## config.mk

```make
export PLATFORM = sky130hd
export DESIGN_NAME = dec_scan_n
export DESIGN_NICKNAME = d
export VERILOG_FILES = /design/src/rtl/dec_pkg.sv /design/src/rtl/dec_onehot_n.sv /design/src/rtl/dec_scan_n.sv
export SDC_FILE = /design/constraint.sdc
export NUM_CORES = 1
export LEC_CHECK = 0
export BUFFER_PORTS_ARGS = -buffer_cell sky130_fd_sc_hd__buf_2
export CAP_MARGIN = 20
export CORE_MARGIN = 1.5
export CORE_UTILIZATION = 46
export CTS_CLUSTER_SIZE = 40
export DETAILED_ROUTE_END_ITERATION = 8
export MAX_ROUTING_LAYER = met4
export PLACE_DENSITY = 0.69
export SETUP_SLACK_MARGIN = 0.15
export SYNTH_ARGS = -nofsm -noshare
export SYNTH_HDL_FRONTEND = slang
export SYNTH_SLANG_ARGS = --single-unit
```

## constraint.sdc

```tcl
create_clock -name clk -period 2.7 [get_ports clk]
set_input_delay 0.405 -clock clk [delete_from_list [all_inputs] [get_ports clk]]
set_output_delay 0.405 -clock clk [all_outputs]
set_load 0.005 [all_outputs]
```

## src/rtl/dec_pkg.sv

```systemverilog
// Shared helpers for the dec_scan_n decoder family: one-hot generation and
// prescaler counter sizing.
package dec_pkg;

   localparam int unsigned MaxW = 8;
   localparam int unsigned MaxN = 2 ** MaxW;

   // Callers narrow the result to their own N with a width cast.
   function automatic logic [MaxN-1:0] onehot(input int unsigned i);
      logic [MaxN-1:0] v;
      v = '0;
      v[i[MaxW-1:0]] = 1'b1;
      return v;
   endfunction

   function automatic int unsigned cnt_width(input int unsigned div);
      return (div <= 2) ? 1 : $clog2(div);
   endfunction

endpackage

```

## src/rtl/dec_onehot_n.sv

```systemverilog
// Combinational W-to-2^W active-low decoder with a per-output blank mask.
module dec_onehot_n
   import dec_pkg::*;
#(
   parameter int unsigned W = 3
) (
   input  logic [W-1:0]      sel,
   input  logic [2**W-1:0]   blank,
   output logic [2**W-1:0]   y_n
);

   localparam int unsigned N = 2 ** W;

   logic [N-1:0] oh;

   assign oh  = N'(onehot(32'(sel)));
   assign y_n = ~oh | blank;

endmodule

```

## src/rtl/dec_scan_n.sv

```systemverilog
// Registered active-low one-hot select driver with direct and prescaled
// scan modes plus per-output blanking.
module dec_scan_n
   import dec_pkg::*;
#(
   parameter int unsigned W   = 3,
   parameter int unsigned DIV = 100_000
) (
   input  logic              clk,
   input  logic              rst_n,
   input  logic              en,
   input  logic              mode,
   input  logic [W-1:0]      sel,
   input  logic [W-1:0]      last,
   input  logic [2**W-1:0]   blank,
   output logic [2**W-1:0]   y_n,
   output logic [W-1:0]      idx,
   output logic              tick
);

   localparam int unsigned N  = 2 ** W;
   localparam int unsigned CW = cnt_width(DIV);
   localparam logic [CW-1:0] CntMax = CW'(DIV - 1);

   logic [CW-1:0] cnt_q, cnt_d;
   logic [W-1:0]  idx_q, idx_d;
   logic [N-1:0]  y_n_q, y_n_d;
   logic          tick_q, tick_d;
   logic [N-1:0]  dec_y_n;

   // Decoding the next index lets y_n, idx and tick change on the same edge.
   dec_onehot_n #(
      .W (W)
   ) u_dec (
      .sel   (idx_d),
      .blank (blank),
      .y_n   (dec_y_n)
   );

   always_comb begin
      cnt_d  = cnt_q;
      idx_d  = idx_q;
      tick_d = 1'b0;
      y_n_d  = '1;
      if (en) begin
         if (!mode) begin
            idx_d = sel;
            cnt_d = '0;
         end else if (cnt_q == CntMax) begin
            cnt_d  = '0;
            tick_d = 1'b1;
            idx_d  = (idx_q >= last) ? '0 : idx_q + W'(1);
         end else begin
            cnt_d = cnt_q + CW'(1);
         end
         y_n_d = dec_y_n;
      end
   end

   always_ff @(posedge clk) begin
      if (!rst_n) begin
         cnt_q  <= '0;
         idx_q  <= '0;
         tick_q <= 1'b0;
         y_n_q  <= '1;
      end else begin
         cnt_q  <= cnt_d;
         idx_q  <= idx_d;
         tick_q <= tick_d;
         y_n_q  <= y_n_d;
      end
   end

   assign y_n  = y_n_q;
   assign idx  = idx_q;
   assign tick = tick_q;

endmodule

```

Yosys cells after proc, flatten, opt, wreduce, memory -nomap -nowiden:

Cells that the tools add are included.

* register bits after elaboration: 29
* input port bits: 18
* word-level logic and storage cells: 24

* add/sub/neg operators: 2
* order comparisons: 3
* equality and inequality tests: 1
* mux-type cells: 9
* bitwise operators: 2
* reduce and logical (&&, ||, !) cells: 3

Operators with widths (number)
* $mux W17: 2
* $add A17 B1 Y17 const B: 1
* $eq A17 B17 Y1 const B: 1
* $mux W3: 4
* $lt A3 B9 Y1 const B: 1
* $not A8 Y8: 1
* $or A8 B8 Y8: 1
* $add A3 B1 Y3 const B: 1
* $demux W1 S3: 1
* $ge A3 B1 Y1 const B: 1
* $ge A3 B3 Y1: 1
* $reduce_and A3 Y1: 1
* $mux W1: 2
* $reduce_and A2 Y1: 1
* $logic_and A1 B1 Y1: 1

Logic depth before layout (Yosys ltp):

Gate-level depths: netlist of the first run.

* depth in word-level cells: 11
* depth in mapped cells: 7
* mapped depth without buffers: 7

Hierarchy:

A second synthesis of the first run with hierarchy kept.

* cells, all modules: 183
* area total of the unflattened synthesis: 1606.5 sq um

Modules (own cells, without submodules)
* dec_scan_n: times used 1, cells an instance 175, area each 1526.5 sq um
* dec_onehot_n: times used 1, cells an instance 8, area each 80.1 sq um

Least setup slack after synthesis of the first run:

Ideal clock, no wire load.

* kind: register -> register
* start: register cnt_q[11]
* end: register y_n_q[1] (netlist: y_n[1])
* library setup time: 0.134 ns
* arrival: 2.317 ns
* slack: 0.249 ns
* stages on the path, launching flop included: 6
* path buffers: 0
* clock period less this slack: 2.451 ns
* cells stage by stage: dfxtp_1 -> or4_4 -> o41ai_4 -> nand2_4 -> a221oi_4 -> or4b_1

* word-level cells in the longest chain between the ends: 10
* elaborated cells between the ends (all ways): 11
* classes of those cells: order compare: 2; eq/ne: 1; mux: 5; bitwise: 2; reduce/logical: 1

Ends and longest elaborated chain
* start: declaration: line dec_scan_n.sv:25 `logic [CW-1:0] cnt_q, cnt_d;`
* start signal: assignment: line dec_scan_n.sv:67 `cnt_q <= cnt_d;`
* $eq A17 B17 Y1 (*): line dec_scan_n.sv:49 `end else if (cnt_q == CntMax) begin`
* $mux W3 (*): line dec_scan_n.sv:49
* $mux W3 (*): line dec_scan_n.sv:46 `if (!mode) begin`
* $mux W3 (*): line dec_scan_n.sv:45 `if (en) begin`
* $lt A3 B9 Y1 (implied by the code) or $ge A3 B1 Y1 (tied branches): line dec_pkg.sv:12 `v[i[MaxW-1:0]] = 1'b1;`
* $logic_and A1 B1 Y1 (implied by the code): line dec_pkg.sv:12
* $mux W1 (implied by the code): line dec_pkg.sv:12
* $demux W1 S3 (*)
* $not A8 Y8 (*): line dec_onehot_n.sv:17 `assign y_n = ~oh | blank;`
* $or A8 B8 Y8 (*): line dec_onehot_n.sv:17
* end signal: assignment: line dec_scan_n.sv:70 `y_n_q <= y_n_d;`
* end: declaration: line dec_scan_n.sv:27 `logic [N-1:0] y_n_q, y_n_d;`

Mark *: on every way between the ends. The rest lies on a longest branch, timed or not.
A chain may end at the register's enable or synchronous reset.

Final worst setup path of the first run:

* start: register cnt_q[11]
* end: register y_n_q[2] (netlist: y_n[2])

The elaborated chain is that of the path after synthesis.

==> summary.md, run 1 <==
| Metric | Value |
|---|---|
| Asr flop ratio synth | `0%` |
| DR vias/cell | `around 5.6` |
| Psw | `between 0.15 and 0.2 mW` |
| Finished Cell Area | `between 1500 and 2000 um^2` |
| Leak Pwr | `roughly 0.71 nW` |
| Clock Latency Late Sink | `about 0.33 ns` |
| Placed Cells incl. Taps | `~220` |
| Post-route ant nets | `0` |
| Core Area | `around 3000 um^2` |
| Layout cells sized above 1 | `28.0%` |
| Setup CP Type | `reg2reg` |
| Clk pwr share | `a little under two fifths` |
| Post-Syn Area per Cell | `slightly above 9 um^2` |
| Netlist Area Pre-Place | `roughly 1400 um^2` |
| Vias in the first global route | `1170` |
| Maximum clock rate | `about 400 MHz` |
| PwrDens | `between 400 and 500 nW/um^2` |
| Yosys warns | `0` |
| Die Ht | `between 50 and 60 um` |
| Clock sinks | `29` |
| Pre-antenna DRT Iters | `4` |
| Reg2Reg Depth | `5` |
| Endpoint, Worst Hold | `y_n[1]` |
| Max-slew headroom | `about two thirds` |
| Crit. End Element | `flop` |
| First-pass GRT wire length | `5010 um` |
| Gpl congestion | `between 0.9 and 1` |
| Max_cap viols | `0` |
| CTS tree | `done` |
| Worst endpoint data arrival time | `between 2 and 3 ns` |
| Largest net degree at the start of global routing | `18` |
| Area grow syn2layout | `20.1%` |
| #FFs+latches synth | `29` |
| HP Class | `in2reg` |
| Critical path peak fanout | `5` |
| Rows | `20` |
| Max clock buf depth | `2` |
| Seq pwr share | `a little over half` |
| Final setup TNS | `0 ns` |
| Die Area | `between 3000 and 4000 um^2` |
| EDFF count, synth | `0` |
| Initial Utilization | `a little under half` |
| Final slew viol count | `0` |
| Number of port buffers | `29` |
| Status | `finished, final reports clean` |
| Nets | `approximately 220` |
| Die Width | `58.8 um` |
| Total CTS buffers | `5` |
| Final Cycle Share | `between 90% and 100%` |
| R2R Path End | `y_n[2]` |
| Initial DRC count | `40` |
| Crit start category | `flop` |
| VDD IR max | `around 240 uV` |
| CP max-delay cell | `or4_4` |
| Vias | `~1300` |
| # setup viols final | `0` |
| Reg2Reg Launch Point | `cnt_q[11]` |
| Clock skew | `just under 0.006 ns` |
| Final hold viol count | `0` |
| Worst Hold Path Cells | `2` |
| H-tree levels | `2` |
| # DRC | `0` |
| DP Wirelength | `approximately 2300 um` |
| Sw frac | `23.8%` |
| Reg2Reg Setup Slack | `between 0.2 and 0.25 ns` |
| Area after DPL | `approximately 1600 um^2` |
| Number of library cell types mapped by synthesis | `42` |
| Post-synthesis sequential area ratio | `between 40% and 50%` |
| CP max stage delay | `about 0.59 ns` |
| Worst Min Path Start | `blank[1]` |
| Power Total | `0.812 mW` |
| IO Pins | `30` |
| Ys flop type | `dfxtp_1` |
| Antenna Cells | `0` |
| GR Overflow Total | `0` |
| WL/cell | `about 13 um` |
| Fin cells | `around 230` |
| GRT Util Overall | `19.9%` |
| Clock-pin slew on the worst setup and hold paths | `0.09 ns` |
| Detailed Route WL | `between 2000 and 3000 um` |
| Gate Count Post-Synth | `approximately 160` |
| Min cycle time layout | `~2.5 ns` |
| RSZ-0062 raised after global routing | `yes` |
| Syn nets | `between 150 and 200` |
| Gate power share | `a little over 9%` |
| Critical path data required time | `approximately 2.9 ns` |
| CP Cell Sequence | `or4_4, o41a_1, a311o_1, nor2_2, or4b_1` |
| Clock root cell | `clkbuf_4` |
| Layout Utilization | `between 50 and 60%` |
| Initial antenna violation count | `0` |
| Slew @ Worst Pin | `0.477 ns` |
| Int Pwr | `about 0.62 mW` |
## metrics by stage
step	setup slack, ns	hold slack, ns
after floorplan	0.249	0.472
after detailed placement	0.178	0.506
after global routing	0.118	0.248
final	0.234	0.261
after global placement	0.246	0.502
after CTS	0.186	0.240
## critical path, delay by kind of cell (launching register included)
family	cells	cell delay [ns]
DFF	1	0.36
AOI/OAI and AO/OA	2	0.81
and+or+nand+nor	3	1.17
## worst max path at each step
stage               slack [ns]       from      to
global placement          0.25  cnt_q[11]  y_n[1]
floorplan                 0.25  cnt_q[11]  y_n[1]
CTS                       0.19  cnt_q[11]  y_n[3]
finish                    0.23  cnt_q[11]  y_n[2]
detailed placement        0.18  cnt_q[11]  y_n[2]
global route              0.12  cnt_q[11]  y_n[3]
## registers in the layout, indices dropped and copies added (netlist names)
register	flops
idx	3
y_n	8
cnt_q	17
tick	1
## power by group through the flow
stage               registers, mW  logic, mW  clock network [mW]
CTS                         0.437     0.0714               0.311
global placement            0.447     0.0685                   0
detailed placement          0.447     0.0704                   0
finish                      0.437     0.0747               0.301
global route                0.438     0.0840               0.325
floorplan                   0.447     0.0438                   0
## cell usage in the layout, fill, tap and decap left out, types with 2 or more instances in the layout
cell,instances
dfxtp_1,29
buf_2,29
nor2_1,21
nand2_1,9
nand4_1,8
nand3_1,8
xor2_1,7
inv_1,6
xnor2_1,6
and2_1,5
ha_1,5
clkbuf_4,5
buf_4,5
o21ai_0,4
nor2b_1,3
nor3_1,3
nand4bb_1,3
and3_1,2
nand2b_1,2
and4_1,2
or4b_1,2
nor4_1,2
a21oi_1,2
clkbuf_8,2
## Yosys cell counts, types with 3 or more instances
cell / count / area (um^2)
nand2_1: 9 / 33.8
xor2_1: 7 / 61.3
nor3_1: 3 / 15.0
nand4bb_1: 3 / 33.8
nor4_1: 3 / 18.8
nand4_1: 8 / 50.1
inv_1: 6 / 22.5
and2_1: 5 / 31.3
nor2b_1: 3 / 18.8
nor2_1: 22 / 82.6
ha_1: 5 / 62.6
nand3_1: 8 / 40.0
o21ai_0: 4 / 20.0
dfxtp_1: 29 / 581
clkbuf_1: 3 / 11.3
xnor2_1: 6 / 52.6
## kinds of logic after synthesis
family / after synthesis / synth area share [%]
adders and majority gates: 5 / 4.37
xor gates and xnor gates: 13 / 7.95
DFF: 29 / 40.5
buffers and inverters: 10 / 2.62
AOI/OAI and AO/OA: 17 / 11.1
and+or+nand+nor: 81 / 33.4
## layout make-up
class / instances / area, um^2
multi-input combinational: 116 / 823
fill: 300 / 1280
clock inverter: 1 / 5.00
inverter: 6 / 22.5
clock buffer: 7 / 65.1
sequential: 29 / 581
tap: 33 / 41.3
timing repair buffer: 34 / 183
## timing repair
item	4_1_cts	5_1_grt
gates resized for setup	1	1
hold buffers	0	0
pin swaps	0	4
endpoints found under the setup margin	1	4
buffers inserted	0	3
## metal layers
metal | global-route usage, % | vias up | routed length [um]
met5 | - | - | 0
met4 | 11.7 | 0 | 72
met3 | 4.84 | 8 | 134
met2 | 30.2 | 28 | 1370
met1 | 23.8 | 598 | 1400
li1 | - | 633 | -
(Power assumes the default switching activity.)
==> inputs of run 2 (changes only) <==
==> constraint.sdc (replaced) <==
create_clock -name clk -period 2.7 [get_ports clk]
set_input_delay 0.54 -clock clk [delete_from_list [all_inputs] [get_ports clk]]
set_output_delay 0.54 -clock clk [all_outputs]
set_load 0.005 [all_outputs]
==> run 2 against run 1 <==
  * Sequential power hardly changed
  * Final cell count did not move
  * Flip-flop and latch count is the same
  * Worst setup slack gained 0.0034 ns
  * Critical endpoint is now y_n[1]
  * Total power is 6.4% lower
  * Critical path depth did not move
  * Die area stayed put
  * Via count is 0.32% lower
==> summary.md, run 2 (synthesized netlist as in run 1, its figures left out) <==
| Metric | Value |
|---|---|
| # DRC | `0 (unchanged)` |
| Total CTS buffers | `5 (unchanged)` |
| Initial DRC count | `18 (-55%)` |
| Clock sinks | `29 (unchanged)` |
| RSZ-0062 raised after global routing | `yes` |
| First-pass GRT wire length | `5020 um (+0.28%)` |
| Post-route ant nets | `0 (unchanged)` |
| Final Cycle Share | `91.2% (-0.12 points)` |
| VDD IR max | `329 uV (+36%)` |
| Finished Cell Area | `1700 um^2 (-0.95%)` |
| Layout Utilization | `56.8% (-0.54 points)` |
| Number of port buffers | `29 (unchanged)` |
| Setup slack after placement | `0.156 ns (-0.0224 ns)` |
| Fin worst setup slack | `0.237 ns (+0.00336 ns)` |
| GRT Util Overall | `19.9% (+0.057 points)` |
| Status | `finished, final reports clean` |
| Die Area | `3460 um^2 (unchanged)` |
| Most frequent cells in the layout | `29 x buf_2, 25 x dfxtp_1, 21 x nor2_1, 9 x nand2_1` |
| Most common cell after layout, fill and taps aside | `buf_2` |
| Psw | `0.189 mW (-2.4%)` |
| HP Class | `in2reg` |
| H-tree levels | `2 (unchanged)` |
| Final hold viol count | `0 (unchanged)` |
| Area after DPL | `1630 um^2 (+0.46%)` |
| Sw frac | `24.8% (+1.0 points)` |
| Max_cap viols | `0 (unchanged)` |
| Final setup TNS | `0 ns (unchanged)` |
| CTS tree | `done` |
| Die Ht | `58.8 um (unchanged)` |
| PwrDens | `446 nW/um^2 (-5.5%)` |
| Worst endpoint data arrival time | `2.67 ns (about the same)` |
| Initial antenna violation count | `0 (unchanged)` |
| Max clock buf depth | `2 (unchanged)` |
| Setup CP Type | `reg2reg` |
| Die Width | `58.8 um (unchanged)` |
| Clock root cell | `clkbuf_4` |
| Critical path data required time | `2.91 ns (about the same)` |
| Maximum clock rate | `406 MHz (+0.14%)` |
| IO Pins | `30 (unchanged)` |
| Vias | `1263 (-0.32%)` |
| Clock skew | `0.00912 ns (+0.00330 ns)` |
| Rows | `20 (unchanged)` |
| GR Overflow Total | `0 (unchanged)` |
| Int Pwr | `0.572 mW (-7.6%)` |
| Gpl congestion | `0.872 (-8.6%)` |
| Slew @ Worst Pin | `0.475 ns (-0.00189 ns)` |
| Largest net degree at the start of global routing | `15 (-3)` |
| Pre-antenna DRT Iters | `4 (unchanged)` |
| Largest register FFs | `17 (unchanged)` |
| WL/cell | `13.4 um (+1.3%)` |
| Seq pwr share | `57.5% (+3.7 points)` |
| Detailed Route WL | `3020 um (+1.3%)` |
| Crit. End Element | `flop` |
| Register with the most flip-flops | `cnt_q` |
| DR vias/cell | `5.59 (-0.32%)` |
| # setup viols final | `0 (unchanged)` |
| Crit start category | `flop` |
| Post-CTS Hold Fix Bufs | `0 (unchanged)` |
| Worst Min Path Start | `blank[1]` |
| Reg2Reg Launch Point | `cnt_q[8]` |
| Placed Cells incl. Taps | `216 (+0.47%)` |
| Clock-pin slew on the worst setup and hold paths | `0.08 ns (about the same)` |
| Critical path peak fanout | `8 (+3)` |
| DP Wirelength | `2210 um (-2.1%)` |
| Min cycle time layout | `2.46 ns (-0.00336 ns)` |
| Worst Hold Path Cells | `2 (unchanged)` |
| Initial Utilization | `47.7% (unchanged)` |
| Final slew viol count | `0 (unchanged)` |
| Max-slew headroom | `68.3% (+0.34 points)` |
| Core Area | `3000 um^2 (unchanged)` |
| Gate power share | `9.8% (+0.6 points)` |
| Layout fillers | `276 (-8.0%)` |
| Layout cells sized above 1 | `28.5% (+0.52 points)` |
| Fin cells | `226 (unchanged)` |
| Reg2Reg Depth | `5 (unchanged)` |
| Nets | `215 (unchanged)` |
| Area grow syn2layout | `19.0%` |
| Vias in the first global route | `1119 (-4.4%)` |
| Leak Pwr | `0.693 nW (-2.0%)` |
| Clock Latency Late Sink | `0.33 ns (about the same)` |
| Critical Path Start | `cnt_q[8]` |
| Clk pwr share | `32.7% (-4.3 points)` |
| Antenna Cells | `0 (unchanged)` |
-- run 2: per-layer routing --
layer | GRT usage [%] | share of wire [%]
met5 | - | 0
met4 | 7.79 | 1.4
met3 | 5.49 | 5.8
met2 | 31.9 | 48
met1 | 23.7 | 45
-- run 2: path summary, 6_finish.rpt --
check	slack, ns	endpoint
worst min register to register	0.52	cnt_q[14]
worst min-delay path	0.40	y_n[1]
worst max register to register	0.24	y_n[1]
worst max-delay path	0.24	y_n[1]
-- run 2: what timing repair did --
action                     CTS  global route
setup buffers                0             2
setup endpoints to repair    1             4
pin swaps                    0             7
resized for setup            1             5
-- run 2: final cells by class --
cell class	count	area (um^2)	share of cell area (%)
Inverter	6	22.5	1.32
Tap cell	33	41.3	2.42
Multi-Input combinational cell	116	823	48.3
Clock buffer	8	48.8	2.86
Sequential cell	29	586	34.4
Timing Repair Buffer	34	183	10.7
-- run 2: power groups by stage --
| stage | clock network, mW | registers, mW | logic [mW] |
|---|---|---|---|
| global route | 0.269 | 0.438 | 0.0840 |
| global placement | 0 | 0.447 | 0.0695 |
| floorplan | 0 | 0.447 | 0.0438 |
| finish | 0.249 | 0.437 | 0.0744 |
| detailed placement | 0 | 0.447 | 0.0711 |
| CTS | 0.254 | 0.437 | 0.0723 |
-- run 2: critical path, stage by stage, from the launching register on --
cell      delay, ns
dfxtp_2        0.34
or4b_4         0.58
o41ai_4        0.46
nand2_4        0.10
a221oi_4       0.41
or4b_1         0.46
-- run 2: metrics by stage --
stage                     hold slack, ns  total power [mW]
after global routing               0.413             0.791
after global placement             0.503             0.516
after CTS                          0.394             0.763
after floorplan                    0.472             0.490
after detailed placement           0.505             0.518
final                              0.397             0.761
==> inputs of run 3 (changes only) <==
--- a/config.mk
+++ b/config.mk
@@ -5,6 +5,7 @@
 export SDC_FILE = /design/constraint.sdc
 export NUM_CORES = 1
 export LEC_CHECK = 0
+export ABC_AREA = 1
 export BUFFER_PORTS_ARGS = -buffer_cell sky130_fd_sc_hd__buf_2
 export CAP_MARGIN = 20
 export CORE_MARGIN = 1.5
@@ -12,7 +13,7 @@
 export CTS_CLUSTER_SIZE = 40
 export DETAILED_ROUTE_END_ITERATION = 8
 export MAX_ROUTING_LAYER = met4
-export PLACE_DENSITY = 0.69
+export PLACE_DENSITY = 0.68
 export SETUP_SLACK_MARGIN = 0.15
 export SYNTH_ARGS = -nofsm -noshare
 export SYNTH_HDL_FRONTEND = slang
==> run 3 against run 2 <==
  * Via count is 28% higher
  * Utilization is 0.79 points higher
  * Worst hold slack better by 0.074 ns
  * Cell area is 16% higher
  * Highest routed layer unchanged
==> summary.md, run 3 <==
| Metric | Value |
|---|---|
| Netlist Area Pre-Place | `1710 um^2 (+20%)` |
| Layout cells sized above 1 | `26.3% (-2.2 points)` |
| # setup viols final | `0 (unchanged)` |
| RSZ-0062 raised after global routing | `no` |
| Initial antenna violation count | `0 (unchanged)` |
| Max-slew headroom | `64.4% (-3.8 points)` |
| Post-CTS Setup Inserts | `0 (unchanged)` |
| Leak Pwr | `0.879 nW (+27%)` |
| # DRC | `0 (unchanged)` |
| EDFF count, synth | `0 (unchanged)` |
| Slew @ Worst Pin | `0.533 ns (+0.0577 ns)` |
| Reg2Reg Setup Slack | `0.96 ns (+0.72 ns)` |
| Synth Area in Simple Gates | `45.4% (+12 points)` |
| Reg2Reg Launch Point | `idx[0]` |
| DR vias/cell | `4.88 (-13%)` |
| Area grow syn2layout | `15.6%` |
| Adder-cell share of the synthesized area | `3.65% (-0.71 points)` |
| Vias in the first global route | `1475 (+32%)` |
| Gate Count Post-Synth | `252 (+63%)` |
| Final slew viol count | `0 (unchanged)` |
| Clock root cell | `clkbuf_8` |
| Max clock buf depth | `2 (unchanged)` |
| Clock-pin slew on the worst setup and hold paths | `0.06 ns (-0.02 ns)` |
| Reg2Reg Depth | `14 (+9)` |
| Die Width | `64.0 um (+8.9%)` |
| Initial DRC count | `111 (+93)` |
| Maximum clock rate | `574 MHz (+41%)` |
| H-tree levels | `2 (unchanged)` |
| Commonest cells in the netlist | `60 x nand2_1, 37 x nor2_1, 29 x dfxtp_1` |
| CP Cell Sequence | `inv_1, ha_1, inv_1, nand2_1, nand2_1, nand2_1, nor2_1, nand3_1, nand2_1, nand2_1, nand2_2, nand2_4, nor2_2, nand2_1` |
| Post-synthesis sequential area ratio | `33.9% (-6.6 points)` |
| IO Pins | `30 (unchanged)` |
| Yosys warns | `0 (unchanged)` |
| CTS tree | `done` |
| Clock skew | `0.00498 ns (-0.00414 ns)` |
| Worst Hold Path Cells | `2 (unchanged)` |
| Leading area contributor after synthesis | `dfxtp_1` |
| Antenna Cells | `0 (unchanged)` |
| Pre-antenna DRT Iters | `4 (unchanged)` |
| Detailed Route WL | `3840 um (+27%)` |
| First-pass GRT wire length | `6730 um (+34%)` |
| #FFs+latches synth | `29 (unchanged)` |
| Largest register FFs | `17 (unchanged)` |
| Gpl congestion | `0.810 (-7.1%)` |
| WL/cell | `11.6 um (-13%)` |
| Setup slack after placement | `0.722 ns (+0.566 ns)` |
| Compound-Gate Fraction of Synth Area | `7.38% (-3.7 points)` |
| Post-CTS Hold Fix Bufs | `0 (unchanged)` |
| Max_cap viols | `0 (unchanged)` |
| Register with the most flip-flops | `cnt_q` |
| Final hold viol count | `0 (unchanged)` |
| DP Wirelength | `2930 um (+33%)` |
| Critical path data required time | `2.87 ns (-0.04 ns)` |
| VDD IR max | `244 uV (-26%)` |
| Largest family of logic cells by synthesized area | `simple AND/OR/NAND/NOR gates` |
| Clock Latency Late Sink | `0.28 ns (-0.05 ns)` |
| Die Area | `4100 um^2 (+19%)` |
| CTS resizes | `0 (-1)` |
| Syn nets | `275 (+54%)` |
| Endpoint, Worst Hold | `cnt_q[14]` |
| Total CTS buffers | `5 (unchanged)` |
| PwrDens | `450 nW/um^2 (+0.79%)` |
| Worst endpoint data arrival time | `1.91 ns (-0.76 ns)` |
| Min cycle time layout | `1.74 ns (-0.722 ns)` |
| Nets | `307 (+43%)` |
| R2R Path End | `y_n[4]` |
| Top cell by count, worst path | `nand2_1` |
| Worst Min Path Start | `cnt_q[14]` |
| Ys flop type | `dfxtp_1` |
| Most frequent cells in the layout | `60 x nand2_1, 37 x nor2_1, 29 x dfxtp_1, 29 x buf_2, 28 x inv_1` |
| Mux contribution to synthesized area | `0% (unchanged)` |
| Post-Syn Area per Cell | `6.80 um^2 (-26%)` |
| CP max stage delay | `0.40 ns (-0.18 ns)` |
| Number of port buffers | `29 (unchanged)` |
| Critical path peak fanout | `7 (-1)` |
| Crit path max-delay family | `simple AND/OR/NAND/NOR gates` |
| Clock sinks | `29 (unchanged)` |
| Count leader, synth | `nand2_1` |
| HP Class | `reg2reg` |
| Setup CP Type | `reg2reg` |
| Asr flop ratio synth | `0% (unchanged)` |
| Critical Path Stages | `14 (+9)` |
| Synth area leaders | `dfxtp_1 34%, nand2_1 13%, nor2_1 8.1%` |
| Largest net degree at the start of global routing | `15 (unchanged)` |
| Die Ht | `64.0 um (+8.9%)` |
| Initial Utilization | `49.8% (+2.1 points)` |
| Post-route ant nets | `0 (unchanged)` |
| GR Overflow Total | `0 (unchanged)` |
| Crit start category | `flop` |
| Xor and xnor area share after synthesis | `2.05% (-5.9 points)` |
| Crit path buf inv count | `2 (+2)` |
| GRT Util Overall | `21.6% (+1.7 points)` |
| Most common cell after layout, fill and taps aside | `nand2_1` |
| Core Area | `3440 um^2 (+15%)` |
| Rows | `21 (+5.0%)` |
| Number of library cell types mapped by synthesis | `30 (-29%)` |
| Final setup TNS | `0 ns (unchanged)` |
| Vias | `1615 (+28%)` |
| Fin worst setup slack | `0.959 ns (+0.722 ns)` |
| Status | `finished, final reports clean` |
| CP max-delay cell | `dfxtp_1` |
| Crit. End Element | `flop` |
| Yosys top cell area share | `33.9% (-6.6 points)` |
| Final Cycle Share | `64.5% (-27 points)` |
[run 3: changes by cell type after synthesis, sizes merged, moves of 8 or more]
cell   change
nand4      -8
a21oi     +10
nor2      +28
inv       +24
nand3     +14
nand2     +59
or2        +9
[run 3: final cells by class]
type	instances	area, um^2
Clock buffer	6	72.6
Clock inverter	2	10.0
Fill cell	351	1460
Inverter	30	113
Multi-Input combinational cell	189	1000
Sequential cell	29	581
Tap cell	46	57.6
Timing Repair Buffer	29	145
[run 3: per-layer routing]
| layer | part of all wire (%) | wire length [um] | GRT usage, % |
|---|---|---|---|
| met1 | 52 | 1990 | 30.9 |
| met2 | 44 | 1680 | 30.2 |
| met4 | 1.4 | 53 | 7.34 |
| met3 | 3.2 | 122 | 4.23 |
| met5 | 0 | 0 | - |
[run 3: logic make-up after synthesis]
group,count (synthesis)
AND/OR/NAND/NOR,158
buffers and inverters,34
flip-flops,29
AO/OA/AOI/OAI,22
adder cells (fa/ha/maj),5
XOR/XNOR,4
[run 3: worst reg2reg max path: stages, from the launching register on]
cell	delay, ns
dfxtp_1	0.40
inv_1	0.11
ha_1	0.28
inv_1	0.05
nand2_1	0.04
nand2_1	0.09
nand2_1	0.05
nor2_1	0.08
nand3_1	0.08
nand2_1	0.07
nand2_1	0.05
nand2_2	0.07
nand2_4	0.08
nor2_2	0.10
nand2_1	0.06
[run 3: worst max-delay path by stage]
stage,start,to,slack (ns)
global route,idx[0],y_n[4],0.71
detailed placement,last[2],y_n[4],0.72
global placement,last[2],y_n[6],0.75
CTS,idx[0],y_n[4],0.95
floorplan,last[2],y_n[4],0.93
finish,idx[0],y_n[4],0.96
[run 3: power breakdown]
group          internal, mW  total [mW]  switching (mW)
logic                0.0380       0.103          0.0653
clock network         0.178       0.348           0.169
registers             0.434       0.440         0.00576
total                 0.651       0.891           0.241
[run 3: stage by stage]
step                area, um^2  utilization (%)  hold slack [ns]  power [mW]  instances
finish                    1980             57.5            0.471       0.891        331
detailed placement        1900             55.1            0.463       0.553        323
global route              1980             57.5            0.496       0.929        331
CTS                       1980             57.5            0.472       0.899        331
floorplan                 1710                -            0.445       0.518        252
global placement          1900             55.1            0.461       0.553        323
